[config.mk]
export PLATFORM = sky130hd
export DESIGN_NAME = rf_wb_arbiter
export DESIGN_NICKNAME = d
export VERILOG_FILES = /design/src/rtl/rf_wb_arbiter.sv
export SDC_FILE = /design/constraint.sdc
export NUM_CORES = 1
export LEC_CHECK = 0
export BUFFER_PORTS_ARGS = -buffer_cell sky130_fd_sc_hd__buf_2
export CAP_MARGIN = 20
export CORE_ASPECT_RATIO = 2
export CORE_MARGIN = 2
export CORE_UTILIZATION = 35
export CTS_CLUSTER_DIAMETER = 100
export DETAILED_ROUTE_END_ITERATION = 10
export GPL_TIMING_DRIVEN = 0
export PLACE_DENSITY = 0.64
export SYNTH_ARGS = -nofsm -noshare
export SYNTH_HDL_FRONTEND = slang
export SYNTH_SLANG_ARGS = --single-unit
[constraint.sdc]
create_clock -name clk_i -period 2.6 [get_ports clk_i]
set_input_delay 0.52 -clock clk_i [delete_from_list [all_inputs] [get_ports clk_i]]
set_output_delay 0.52 -clock clk_i [all_outputs]
set_load 0.005 [all_outputs]
[src/rtl/rf_wb_arbiter.sv]
// Write-back arbiter and load scoreboard: merges ALU and load results onto the
// single register-file write port and stalls decode on hazards against pending loads.
module rf_wb_arbiter #(
  parameter int Width = 32
) (
  input  logic             clk_i,
  input  logic             rst_ni,
  input  logic             alu_valid_i,
  input  logic [4:0]       alu_rd_i,
  input  logic [Width-1:0] alu_data_i,
  output logic             alu_ready_o,
  input  logic             lsu_issue_i,
  input  logic [4:0]       lsu_issue_rd_i,
  input  logic             lsu_valid_i,
  input  logic [4:0]       lsu_rd_i,
  input  logic [Width-1:0] lsu_data_i,
  input  logic [2:0]       lsu_type_i,
  output logic             lsu_ready_o,
  input  logic [4:0]       rs1_i,
  input  logic [4:0]       rs2_i,
  input  logic [4:0]       rd_i,
  output logic             stall_o,
  output logic             rf_wen_o,
  output logic [4:0]       rf_rw_o,
  output logic [Width-1:0] rf_busw_o,
  output logic             rf_lb_o,
  output logic             rf_lh_o,
  output logic             rf_lbu_o,
  output logic             rf_lhu_o,
  output logic [31:0]      busy_o,
  output logic             err_o
);

  logic             r_alu_wait;
  logic             r_wen;
  logic [4:0]       r_rw;
  logic [Width-1:0] r_busw;
  logic [3:0]       r_ext;
  logic             r_is_lsu;
  logic [31:0]      r_busy;
  logic             r_err;

  logic             w_lsu_gnt;
  logic             w_alu_gnt;
  logic [3:0]       w_lsu_ext;
  logic [31:0]      w_clr_mask;
  logic [31:0]      w_busy_eff;
  logic [31:0]      w_busy_nxt;
  logic             w_err_set;

  // LSU wins by default; a previously denied ALU request takes the next turn.
  always_comb begin
    w_lsu_gnt = rst_ni & lsu_valid_i & (~alu_valid_i | ~r_alu_wait);
    w_alu_gnt = rst_ni & alu_valid_i & ~w_lsu_gnt;
  end

  always_comb begin
    w_lsu_ext = 4'b0000;
    case (lsu_type_i)
      3'd1:    w_lsu_ext = 4'b1000;
      3'd2:    w_lsu_ext = 4'b0100;
      3'd3:    w_lsu_ext = 4'b0010;
      3'd4:    w_lsu_ext = 4'b0001;
      default: w_lsu_ext = 4'b0000;
    endcase
  end

  // The load write happening this cycle retires its busy bit at the coming edge;
  // hazard and error checks see the scoreboard with that retirement applied.
  always_comb begin
    w_clr_mask = '0;
    if (r_wen && r_is_lsu) begin
      w_clr_mask[r_rw] = 1'b1;
    end
    w_busy_eff = r_busy & ~w_clr_mask;
    w_busy_nxt = w_busy_eff;
    if (lsu_issue_i && (lsu_issue_rd_i != 5'd0)) begin
      w_busy_nxt[lsu_issue_rd_i] = 1'b1;
    end
    w_busy_nxt[0] = 1'b0;
  end

  always_comb begin
    w_err_set = (lsu_issue_i & w_busy_eff[lsu_issue_rd_i])
              | (w_lsu_gnt & ~w_busy_eff[lsu_rd_i])
              | (w_alu_gnt & w_busy_eff[alu_rd_i]);
  end

  always_ff @(posedge clk_i or negedge rst_ni) begin
    if (!rst_ni) begin
      r_alu_wait <= 1'b0;
    end else if (alu_valid_i) begin
      r_alu_wait <= ~w_alu_gnt;
    end
  end

  // Output register: loads on any handshake; x0 writes never raise the enable.
  always_ff @(posedge clk_i or negedge rst_ni) begin
    if (!rst_ni) begin
      r_wen    <= 1'b0;
      r_rw     <= 5'd0;
      r_busw   <= '0;
      r_ext    <= 4'b0000;
      r_is_lsu <= 1'b0;
    end else if (w_lsu_gnt) begin
      r_wen    <= (lsu_rd_i != 5'd0);
      r_rw     <= lsu_rd_i;
      r_busw   <= lsu_data_i;
      r_ext    <= w_lsu_ext;
      r_is_lsu <= 1'b1;
    end else if (w_alu_gnt) begin
      r_wen    <= (alu_rd_i != 5'd0);
      r_rw     <= alu_rd_i;
      r_busw   <= alu_data_i;
      r_ext    <= 4'b0000;
      r_is_lsu <= 1'b0;
    end else begin
      r_wen    <= 1'b0;
    end
  end

  always_ff @(posedge clk_i or negedge rst_ni) begin
    if (!rst_ni) begin
      r_busy <= '0;
      r_err  <= 1'b0;
    end else begin
      r_busy <= w_busy_nxt;
      r_err  <= r_err | w_err_set;
    end
  end

  assign alu_ready_o = w_alu_gnt;
  assign lsu_ready_o = w_lsu_gnt;
  assign stall_o     = r_busy[rs1_i] | r_busy[rs2_i] | r_busy[rd_i];
  assign rf_wen_o    = r_wen;
  assign rf_rw_o     = r_rw;
  assign rf_busw_o   = r_busw;
  assign rf_lb_o     = r_ext[3];
  assign rf_lh_o     = r_ext[2];
  assign rf_lbu_o    = r_ext[1];
  assign rf_lhu_o    = r_ext[0];
  assign busy_o      = r_busy;
  assign err_o       = r_err;

endmodule

# --- Word-level counts from Yosys, hierarchy flattened ---
# Index checks and enable logic that the tools add are counted.
totals:
  inputBits: 102
  wordCells: 79
  reg_bits: 76
  output_inout_bits: 78
op_classes:
  n_mux: 29
  magnitude_cmp: 9
  n_eq_ne: 4
  n_bitwise: 21
  n_reduce_logical: 8
op_table:
  columns: ["cell", "count"]
  rows:
  - ["$mux 32", 4]
  - ["$lt 5x6->1 const B", 7]
  - ["$and 32x32->32", 1]
  - ["$not 32->32", 1]
  - ["$or 32x32->32", 1]
  - ["$bmux 1 s5", 6]
  - ["$pmux 4 s4", 1]
  - ["$reduce_bool 5->1", 3]
  - ["$mux 1", 12]
  - ["$demux 1 s5", 2]
  - ["$ge 5x1->1 const B", 2]
  - ["$mux 5", 2]
  - ["$mux 4", 2]
  - ["$and 1x1->1", 7]
  - ["$eq 3x2->1 const B", 2]
  - ["$or 1x1->1", 6]
  - ["$not 1->1", 5]
  - ["$logic_and 1x1->1", 4]
  - ["$eq 3x1->1 const B", 1]
  - ["$eq 3x3->1 const B", 1]
  - ["$reduce_bool 2->1", 1]

# --- Depth between registers and ports, before layout ---
# Gate-level depths: netlist of run 1.
logic_depth:
  ltp_word: 14
  depth_mapped: 8
  mapped_depth_nobuf: 7

# --- Least setup slack after synthesis of run 1 ---
# Ideal clock, no wire load.
synth_timing:
  path_type: "input -> output"
  startpoint: "input port rs1_i[0]"
  endpoint: "output port stall_o"
  arrival_ns: 2.132
  stages: 5
  n_path_buf: 1
  t_required_ns: 2.080
  path_slack_ns: -0.052
  cell_sequence: "clkbuf_1 -> mux4_2 -> mux4_2 -> mux2i_1 -> nand3_1"
synth_via:
  elab_chain_len: 4
synth_rtl:
  columns: ["item", "line", "rtl"]
  rows:
  - ["start: declaration", "19", "input logic [4:0] rs1_i,"]
  - ["$bmux 1 s5", "134", "assign stall_o = r_busy[rs1_i] | r_busy[rs2_i] | r_busy[rd_i];"]
  - ["$mux 1 (implied by the code)", "134", null]
  - ["$or 1x1->1 (2 in series)", "134", null]
  - ["end: declaration", "22", "output logic stall_o,"]
# No other way between the ends. The select of a mux whose other input is x is not followed.

# --- Worst setup path after layout of run 1 ---
layout_timing:
  startpoint: "register r_busy[7] (netlist: busy_o[7])"
  endpoint: "output port stall_o"
layout_via:
  elab_chain_len: 4
  elab_cells_between_ends: 8
  classes_between: "mux: 6; bitwise: 2"
layout_rtl:
  columns: ["item", "line", "rtl"]
  rows:
  - ["start: declaration", "40", "logic [31:0] r_busy;"]
  - ["start signal: assignment", "127", "r_busy <= w_busy_nxt;"]
  - ["$bmux 1 s5", "134", null]
  - ["$mux 1 (implied by the code)", "134", null]
  - ["$or 1x1->1", "134", null]
  - ["$or 1x1->1 (*)", "134", null]
# Every way passes the cells marked *; elsewhere a longest branch is shown, timed or not. The select of a mux whose other input is x is not followed.

==> results.md, run 1 <==
- Clk buf depth: 2
- Min cycle time layout: 2.63 ns
- Pin count of the biggest net entering global routing: 46
- Gpl congestion: 0.934
- Reg2Reg Depth: 7
- CP Launch Type: register
- GR Overflow Total: 0
- First-pass GRT wire length: 27.7 mm
- Leak: 2.78 nW
- Register area share after synthesis: 39.8%
- Dpl cell area: 5840 um^2
- Post-Syn Area per Cell: 10.8 um^2
- Final worst setup slack: -0.0277 ns
- Full die area: 14,700 um^2
- Fraction of registers with async set/reset: 100%
- Worst Tran Pin Value: 0.619 ns
- Initial antenna violation count: 0
- Most frequent CP cell: mux4_2
- # diodes: 0
- CP max stage cell: mux4_2
- Worst Skew: 0.00833 ns
- Starting density of the core: 35.7%
- Area delta synth->final: 33.3%
- Unrepaired setup endpoints after global routing: yes
- Synth cell types: 52
- Worst Path Max Fanout: 5
- PortBufs: 169
- CTS tree: built
- Drt drc: 0
- Initial DRT Pass Iterations: 6
- CTS Root Buffer Type: clkbuf_16
- Post-route cell area: 6370 um^2
- Slew HR: 58.7%
- Yosys warning count: 0
- Syn Nets: 546
- Layout cells sized above 1: 43.2%
- Setup Crit Path Kind: reg2out
- Hold violation count in the final report: 0
- Maxcap violations: 0
- IO Count: 180
- Final Cycle Share: 101%
- DRT iter0 DRCs: 393
- Worst R2R End: err_o
- Setup Slack @ Placement: -0.457 ns
- Crit path cell chain: mux4_2, mux4_2, mux2i_1, nand3_1, buf_2
- Fmax: 381 MHz
- Clock Latency Late Sink: 0.35 ns
- All-Layer GR Usage: 24.7%
- Clock-pin slew on the worst setup and hold paths: 0.06 ns
- Peak VDD IR: 465 uV
- Power per cell area: 710 nW/um^2
- Final antenna-violating net count: 0
- CTS H-tree lvls: 3
- Post-DP HPWL: 14.1 mm
- Routed len/inst: 22.4 um
- Post-synthesis instance total: 444
- Num CTS Buffers: 9
- Number of synthesized flops with an enable pin: 0
- Final setup fails: 1
- Crit Reg-Reg Startpoint: rf_rw_o[0]
- Die width: 86.6 um
- Core Rows: 60
- Core area: 13,400 um^2
- Number of global-route vias before repair: 5,174
- Largest cells by area after synthesis: dfrtp_1, mux4_2, a222oi_1
- Outcome: complete, but fails checks
- Req. time, crit path: 2.08 ns
- Worst hold path type: in2async
- Reg-to-reg slack, setup: 0.03 ns
- Violated checks: negative setup slack
- Crit-path max cell delay: 0.50 ns
- Crit path DAT: 2.11 ns
- Dominant cell type by area after synthesis: dfrtp_1
- Max-slew violations: 0
- Vias per cell: 6.20
- Synth top area share: 39.8%
- Crit. End Element: output pin
- Mapped cell area: 4780 um^2
- Post-synthesis register bit count: 76
- Synth Flop Type: dfrtp_1
- Routed WL: 17.9 mm
- Fin nets: 743
- CTS Sinks: 76
- Die height: 169 um
- Routed via count: 4,965
## power by group
part           internal, mW  leakage (nW)  switching [mW]  total [mW]
Combinational         0.794          1.79           0.722        1.52
Clock                 0.757         0.147           0.542        1.30
Sequential             1.42         0.842           0.292        1.71
## critical path, delay by kind of cell (launching register included)
family	cells	cell delay, ns
buf+inv	1	0.13
mux	3	1.14
flops	1	0.42
simple gates	1	0.07
## logic make-up after synthesis
logic type | Yosys count | share of synthesized area [%]
other | 1 | 0.0785
AO/OA/AOI/OAI | 139 | 20.3
multiplexers | 58 | 22.6
flip-flops | 76 | 39.8
buffers and inverters | 72 | 6.13
AND/OR/NAND/NOR | 98 | 11.1
## Yosys cell counts (2+ instances only)
library cell,instances
buf_1,5
or3b_1,2
nand4_1,6
a211oi_1,2
nor2b_1,5
mux2i_1,11
o2111ai_1,4
nand2_1,27
dfrtp_1,76
nor2_1,17
a32o_1,3
a32oi_1,3
or3_1,3
mux4_2,35
mux2_2,8
inv_1,40
o21ai_1,24
a21oi_1,2
a31oi_1,2
o211ai_1,7
mux4_1,3
nand3b_1,7
nand4b_1,2
clkbuf_1,21
o21ai_0,48
a222oi_1,36
a22oi_1,2
nand2b_1,5
nand3_1,14
or4_1,2
## metal layers
metal  wire (um)  part of all wire (%)  track usage (%)
met1        5780                    32             24.1
met2       10000                    56             46.6
met3        1200                   6.7             4.23
met4         937                   5.2             14.8
met5           0                     0                0
## sequential cells by signal, summed over array words and instances (netlist names)
| name | count |
|---|---|
| rf_wen_o | 1 |
| busy_o | 31 |
| r_is_lsu | 1 |
| err_o | 1 |
| r_alu_wait | 1 |
| rf_rw_o | 5 |
| r_ext | 4 |
| rf_busw_o | 32 |
## per-stage QoR
stage,hold slack (ns),TNS [ns],instances,power (mW),util (%)
finish,0.0262,-0.0277,801,4.52,47.6
global route,0.0400,-0.149,801,4.73,47.6
CTS,0.0602,-0.0377,794,4.46,47.0
global placement,0.463,-34.10,768,3.05,43.5
floorplan,0.224,0,444,2.43,-
detailed placement,0.469,-5.61,769,3.10,43.7
## timing repair
item / 4_1_cts / 5_1_grt
setup buffers: 9 / 7
gates resized for setup: 27 / 11
pin swaps: 1 / 0
setup endpoints to repair: 14 / 4
hold buffers: 0 / 0
## worst max path at each step
stage	start	endpoint	depth (start not counted)
final	busy_o[7]	stall_o	5
after global routing	busy_o[23]	stall_o	5
after CTS	busy_o[15]	stall_o	5
after detailed placement	rst_ni	rf_busw_o[8]	8
after global placement	rst_ni	rf_busw_o[6]	7
after floorplan	rs1_i[1]	stall_o	5
## area by class of cell
cell class	instances	area (um^2)
Multi-Input combinational cell	296	2620
Fill cell	1289	7000
Buffer	30	169
Inverter	42	158
Clock buffer	9	225
Clock inverter	7	81.3
Timing Repair Buffer	186	1000
Sequential cell	76	1920
Tap cell	155	194
## cell usage in the layout (no fill, tap or decap), types with 6 or more instances in the layout
cell | Yosys | layout
a222oi_1 | 36 | 36
buf_2 | 1 | 169
buf_4 | 1 | 19
clkbuf_1 | 21 | 16
clkbuf_16 | 0 | 9
dfrtp_1 | 76 | 63
dfrtp_2 | 0 | 13
inv_1 | 40 | 40
mux2_2 | 8 | 8
mux2i_1 | 11 | 11
mux4_2 | 35 | 35
nand2_1 | 27 | 27
nand3_1 | 14 | 14
nand3b_1 | 7 | 7
nand4_1 | 6 | 6
nor2_1 | 17 | 17
o211ai_1 | 7 | 7
o21ai_0 | 48 | 44
o21ai_1 | 24 | 25
(Power assumes the default switching activity.)
==> run 2: changes to the inputs <==
--- a/config.mk
+++ b/config.mk
@@ -5,12 +5,12 @@
 export SDC_FILE = /design/constraint.sdc
 export NUM_CORES = 1
 export LEC_CHECK = 0
-export BUFFER_PORTS_ARGS = -buffer_cell sky130_fd_sc_hd__buf_2
+export BUFFER_PORTS_ARGS = -buffer_cell sky130_fd_sc_hd__buf_4
 export CAP_MARGIN = 20
 export CORE_ASPECT_RATIO = 2
 export CORE_MARGIN = 2
 export CORE_UTILIZATION = 35
-export CTS_CLUSTER_DIAMETER = 100
+export CTS_CLUSTER_DIAMETER = 200
 export DETAILED_ROUTE_END_ITERATION = 10
 export GPL_TIMING_DRIVEN = 0
 export PLACE_DENSITY = 0.64
==> run 2 against run 1 <==
The flow still finishes with violations (negative setup slack). Via count increased by 0.36%. Core utilization increased by 2.5 points. Clock power decreased by 5%. First-iteration DRC count increased by 28%. Critical endpoint is now err_o. Largest cell class unchanged. Largest power group unchanged.
==> results.md, run 2 (same netlist as run 1, synthesis figures left out) <==
- Outcome: complete, but fails checks
- Violated checks: negative setup slack
- Hold violation count in the final report: 0
- Reg-to-reg slack, setup: -0.06 ns
- Fmax: 377 MHz
- Final antenna-violating net count: 0
- Final Cycle Share: 102%
- Max-slew violations: 0
- Crit Reg-Reg Startpoint: rf_rw_o[2]
- Clock-pin slew on the worst setup and hold paths: 0.07 ns
- Worst Skew: 0.0120 ns
- Slew HR: 60.9%
- Initial DRT Pass Iterations: 8
- Most common cell after layout, fill and taps aside: buf_4
- Setup Crit Path Kind: reg2reg
- CTS Root Buffer Type: clkbuf_16
- Unrepaired setup endpoints after global routing: yes
- Reg2Reg Depth: 7
- Routed WL: 18.3 mm
- Final Util: 50.1%
- CTS Sinks: 76
- Starting density of the core: 35.7%
- Full die area: 14,700 um^2
- Peak VDD IR: 364 uV
- Gpl congestion: 0.898
- Filler cells: 1,243
- Most frequent cells in the layout: buf_4, dfrtp_1, o21ai_0
- # diodes: 0
- Clock Latency Late Sink: 0.35 ns
- IO Count: 180
- Final worst setup slack: -0.0558 ns
- Routed via count: 4,983
- Req. time, crit path: 2.89 ns
- Routed len/inst: 23.0 um
- DRT iter0 DRCs: 505
- Worst setup path startpoint: rf_rw_o[2]
- Dpl cell area: 6240 um^2
- Area delta synth->final: 40.2%
- Leak: 2.90 nW
- Worst hold path type: in2async
- Final Power: 4.59 mW
- Fin nets: 738
- Multi-input logic area: 2600 um^2
- All-Layer GR Usage: 25.3%
- Num CTS Buffers: 9
- Worst hold slack: 0.0630 ns
- Worst Path Max Fanout: 10
- Layout cells sized above 1: 42.3%
- Worst R2R End: err_o
- Hold buffer count at CTS: 0
- Core area: 13,400 um^2
- GR Overflow Total: 0
- Worst Tran Pin Value: 0.587 ns
- Maxcap violations: 0
- Die height: 169 um
- Initial antenna violation count: 0
- Pin count of the biggest net entering global routing: 80
- CTS tree: built
- Sequential cell area: 1920 um^2
- Crit path DAT: 2.94 ns
- First-pass GRT wire length: 28.1 mm
- PortBufs: 169
- Min cycle time layout: 2.66 ns
- Drt drc: 0
- Setup Slack @ Placement: -0.615 ns
- CP Launch Type: register
- Die width: 86.6 um
- Number of global-route vias before repair: 5,288
- Power per cell area: 686 nW/um^2
- Core Rows: 60
- Largest register FFs: 32
- Post-route cell area: 6690 um^2
- Vias per cell: 6.26
- Post-DP HPWL: 14.5 mm
- Crit. End Element: register
- Clk buf depth: 2
- Final setup fails: 2
- CTS H-tree lvls: 3
-- run 2: cell types whose count changed in the layout (fill, tap and decap cells not counted), sizes merged --
cell      change
buf           -4
bufinv        -1
clkbuf        -1
clkinv        -2
clkinvlp      -1
inv           +4
-- run 2: worst max-delay path, stage by stage, from the launching register on --
cell,delay [ns]
dfrtp_1,0.52
or3b_4,0.49
o21ai_1,0.28
mux2i_1,0.13
mux4_2,0.49
or4_1,0.48
nand4_1,0.10
or3_1,0.11
-- run 2: where the power goes --
group / internal (mW) / total, mW / switching (mW) / leakage, nW
Sequential: 1.41 / 1.71 / 0.291 / 0.845
Combinational: 0.922 / 1.66 / 0.738 / 1.91
Clock: 0.673 / 1.23 / 0.554 / 0.144
Total: 3.01 / 4.59 / 1.58 / 2.90
-- run 2: per-layer routing --
metal,vias up,share of wire (%),track usage (%)
li1,2151,-,-
met1,2434,31,24.6
met2,324,56,47.3
met3,74,6.9,4.52
met4,0,5.8,15.7
met5,-,0,0
-- run 2: per-stage QoR --
| stage | setup TNS [ns] | std cells |
|---|---|---|
| finish | -0.109 | 796 |
| CTS | -0.0592 | 791 |
| floorplan | 0 | 444 |
| global placement | -8.31 | 768 |
| global route | -0.273 | 796 |
| detailed placement | -10.98 | 768 |
-- run 2: final cells by class --
type / instances / share of cell area (%)
Buffer: 30 / 2.52
Clock buffer: 9 / 3.36
Clock inverter: 7 / 0.953
Inverter: 42 / 2.36
Multi-Input combinational cell: 296 / 38.8
Sequential cell: 76 / 28.6
Tap cell: 155 / 2.90
Timing Repair Buffer: 181 / 20.5
-- run 2: worst max path at each step --
stage / to / slack, ns / cells after the start
6_report: err_o / -0.06 / 7
3_5_place_dp: rf_busw_o[1] / -0.62 / 7
2_1_floorplan: stall_o / 0.04 / 5
4_1_cts: stall_o / -0.06 / 5
3_3_place_gp: rf_busw_o[8] / -0.54 / 7
5_1_grt: stall_o / -0.16 / 5
-- run 2: repair_timing --
| item | 4_1_cts | 5_1_grt |
|---|---|---|
| gates resized for setup | 23 | 12 |
| pin swaps | 2 | 0 |
| hold endpoints to repair | 0 | 0 |
| setup buffers | 7 | 5 |
| endpoints found under the setup margin | 14 | 4 |
==> run 3: changes to the inputs <==
--- a/config.mk
+++ b/config.mk
@@ -5,6 +5,7 @@
 export SDC_FILE = /design/constraint.sdc
 export NUM_CORES = 1
 export LEC_CHECK = 0
+export ABC_AREA = 0
 export BUFFER_PORTS_ARGS = -buffer_cell sky130_fd_sc_hd__buf_4
 export CAP_MARGIN = 20
 export CORE_ASPECT_RATIO = 2
@@ -13,7 +14,6 @@
 export CTS_CLUSTER_DIAMETER = 200
 export DETAILED_ROUTE_END_ITERATION = 10
 export GPL_TIMING_DRIVEN = 0
-export PLACE_DENSITY = 0.64
 export SYNTH_ARGS = -nofsm -noshare
 export SYNTH_HDL_FRONTEND = slang
 export SYNTH_SLANG_ARGS = --single-unit
==> run 3 against run 2 <==
The run still ends with negative setup slack left. Critical path depth is 2 lower. Hold slack improved by 0.015 ns. Critical endpoint is now stall_o. Critical path type is now reg2out. Sequential share of layout area is 0.31 points lower. Final cell count grew 0.88%.
==> results.md, run 3 (same netlist as run 1, synthesis figures left out) <==
- First-pass GRT wire length: 29.6 mm
- Clock-pin slew on the worst setup and hold paths: 0.07 ns
- Clk buf depth: 2
- Peak VDD IR: 338 uV
- Worst hold path type: in2async
- Area delta synth->final: 42.0%
- Fin nets: 745
- Worst R2R End: err_o
- Final worst setup slack: -0.0579 ns
- Initial DRT Pass Iterations: 6
- Violated checks: negative setup slack
- DRT iter0 DRCs: 480
- Routed WL: 19.3 mm
- CTS H-tree lvls: 3
- Maxcap violations: 0
- Number of global-route vias before repair: 5,403
- Routed via count: 4,998
- GR Overflow Total: 0
- Clock Latency Late Sink: 0.35 ns
- Crit path DAT: 2.14 ns
- Pin count of the biggest net entering global routing: 80
- Crit-path max cell delay: 0.51 ns
- Layout cells sized above 1: 43.7%
- Filler cells: 1,257
- Starting density of the core: 35.7%
- Setup Crit Path Kind: reg2out
- Core area: 13,400 um^2
- Die height: 169 um
- Final Power: 4.67 mW
- Crit path cell chain: mux4_2, mux4_2, mux2i_1, nand3_1, buf_4
- Drt drc: 0
- Clock power share: 26.6%
- CP Launch Type: register
- Leak: 2.94 nW
- Switching Share: 34.7%
- Vias per cell: 6.22
- Worst Path Max Fanout: 5
- Most common cell after layout, fill and taps aside: buf_4
- Slew HR: 58.5%
- Crit Reg-Reg Startpoint: rf_rw_o[2]
- Worst Tran Pin Value: 0.622 ns
- Final Util: 50.8%
- Worst Skew: 0.00964 ns
- Req. time, crit path: 2.08 ns
- Hold violation count in the final report: 0
- Max-slew violations: 0
- PortBufs: 169
- Die width: 86.6 um
- Most frequent CP cell: mux4_2
- Initial antenna violation count: 0
- Hold buffer count at CTS: 0
- Logic pwr share: 37.2%
- Power per cell area: 689 nW/um^2
- Sequential cell area: 1920 um^2
- Seq pwr share: 36.2%
- WP buf/inv: 1
- CTS Root Buffer Type: clkbuf_16
- Unrepaired setup endpoints after global routing: yes
- Crit. End Element: output pin
- Min cycle time layout: 2.66 ns
- Final Cycle Share: 102%
- Gpl congestion: 0.905
- Routed len/inst: 24.0 um
- Final antenna-violating net count: 0
- Top delay family on crit path: multiplexers
- IO Count: 180
- Reg2Reg Depth: 7
- Psw: 1.62 mW
- CTS Sinks: 76
- CP max stage cell: mux4_2
- Multi-input logic area: 2620 um^2
- Fmax: 376 MHz
- CTS tree: built
- Setup TNS: -0.0579 ns
- Full die area: 14,700 um^2
- All-Layer GR Usage: 26.7%
- Outcome: complete, but fails checks
- Final setup fails: 1
- Core Rows: 60
- Post-DP HPWL: 14.9 mm
- Largest register FFs: 32
- Reg-to-reg slack, setup: 0.03 ns
- Num CTS Buffers: 9
- # diodes: 0
- Cell Int Power: 3.05 mW
- Most frequent cells in the layout: buf_4, dfrtp_1, o21ai_0
-- run 3: per-layer routing --
| layer | track usage [%] | wire length (um) |
|---|---|---|
| met5 | 0 | 0 |
| met4 | 15.3 | 1070 |
| met2 | 51.2 | 11000 |
| met1 | 25.5 | 5990 |
| met3 | 4.67 | 1200 |
-- run 3: worst max path at each step --
stage,cells after the start,to,startpoint,slack (ns)
floorplan,5,stall_o,rs1_i[1],0.04
global placement,5,alu_ready_o,rst_ni,-0.51
detailed placement,7,rf_busw_o[8],rst_ni,-0.57
CTS,5,stall_o,busy_o[15],-0.07
global route,5,stall_o,busy_o[11],-0.12
finish,5,stall_o,busy_o[11],-0.06
-- run 3: worst reg2reg max path: stages (launching register included) --
cell	delay [ns]
dfrtp_2	0.50
or3b_4	0.46
o21ai_1	0.24
mux2i_1	0.14
mux4_2	0.49
or4_1	0.48
nand4_1	0.10
or3_1	0.11
-- run 3: through the flow --
step                hold slack (ns)  instances  setup slack (ns)  cell area, um^2
floorplan                     0.224        444            0.0400             4780
global placement              0.470        768            -0.508             6240
detailed placement            0.483        768            -0.573             6240
CTS                          0.0972        798           -0.0660             6710
global route                  0.108        803            -0.116             6780
finish                       0.0781        803           -0.0579             6780
-- run 3: power by group through the flow --
stage                     logic, mW  clock network (mW)  registers [mW]
after floorplan               0.795                   0            1.63
after global placement         1.52                   0            1.71
after detailed placement       1.55                   0            1.72
after CTS                      1.68                1.26            1.68
after global routing           1.86                1.32            1.73
final                          1.74                1.24            1.69
-- run 3: what timing repair did --
action / CTS / global route
endpoints found under the setup margin: 14 / 4
buffers inserted: 14 / 5
gates cloned: 0 / 0
pin swaps: 2 / 0
gates resized for setup: 28 / 15
-- run 3: area by class of cell --
type | count | share of cell area, %
buffer | 30 | 2.58
clock buffer | 9 | 3.32
clock inverter | 7 | 0.977
inverter | 42 | 2.32
multi-input combinational | 296 | 38.6
sequential | 76 | 28.3
tap | 155 | 2.86
timing repair buffer | 188 | 21.0
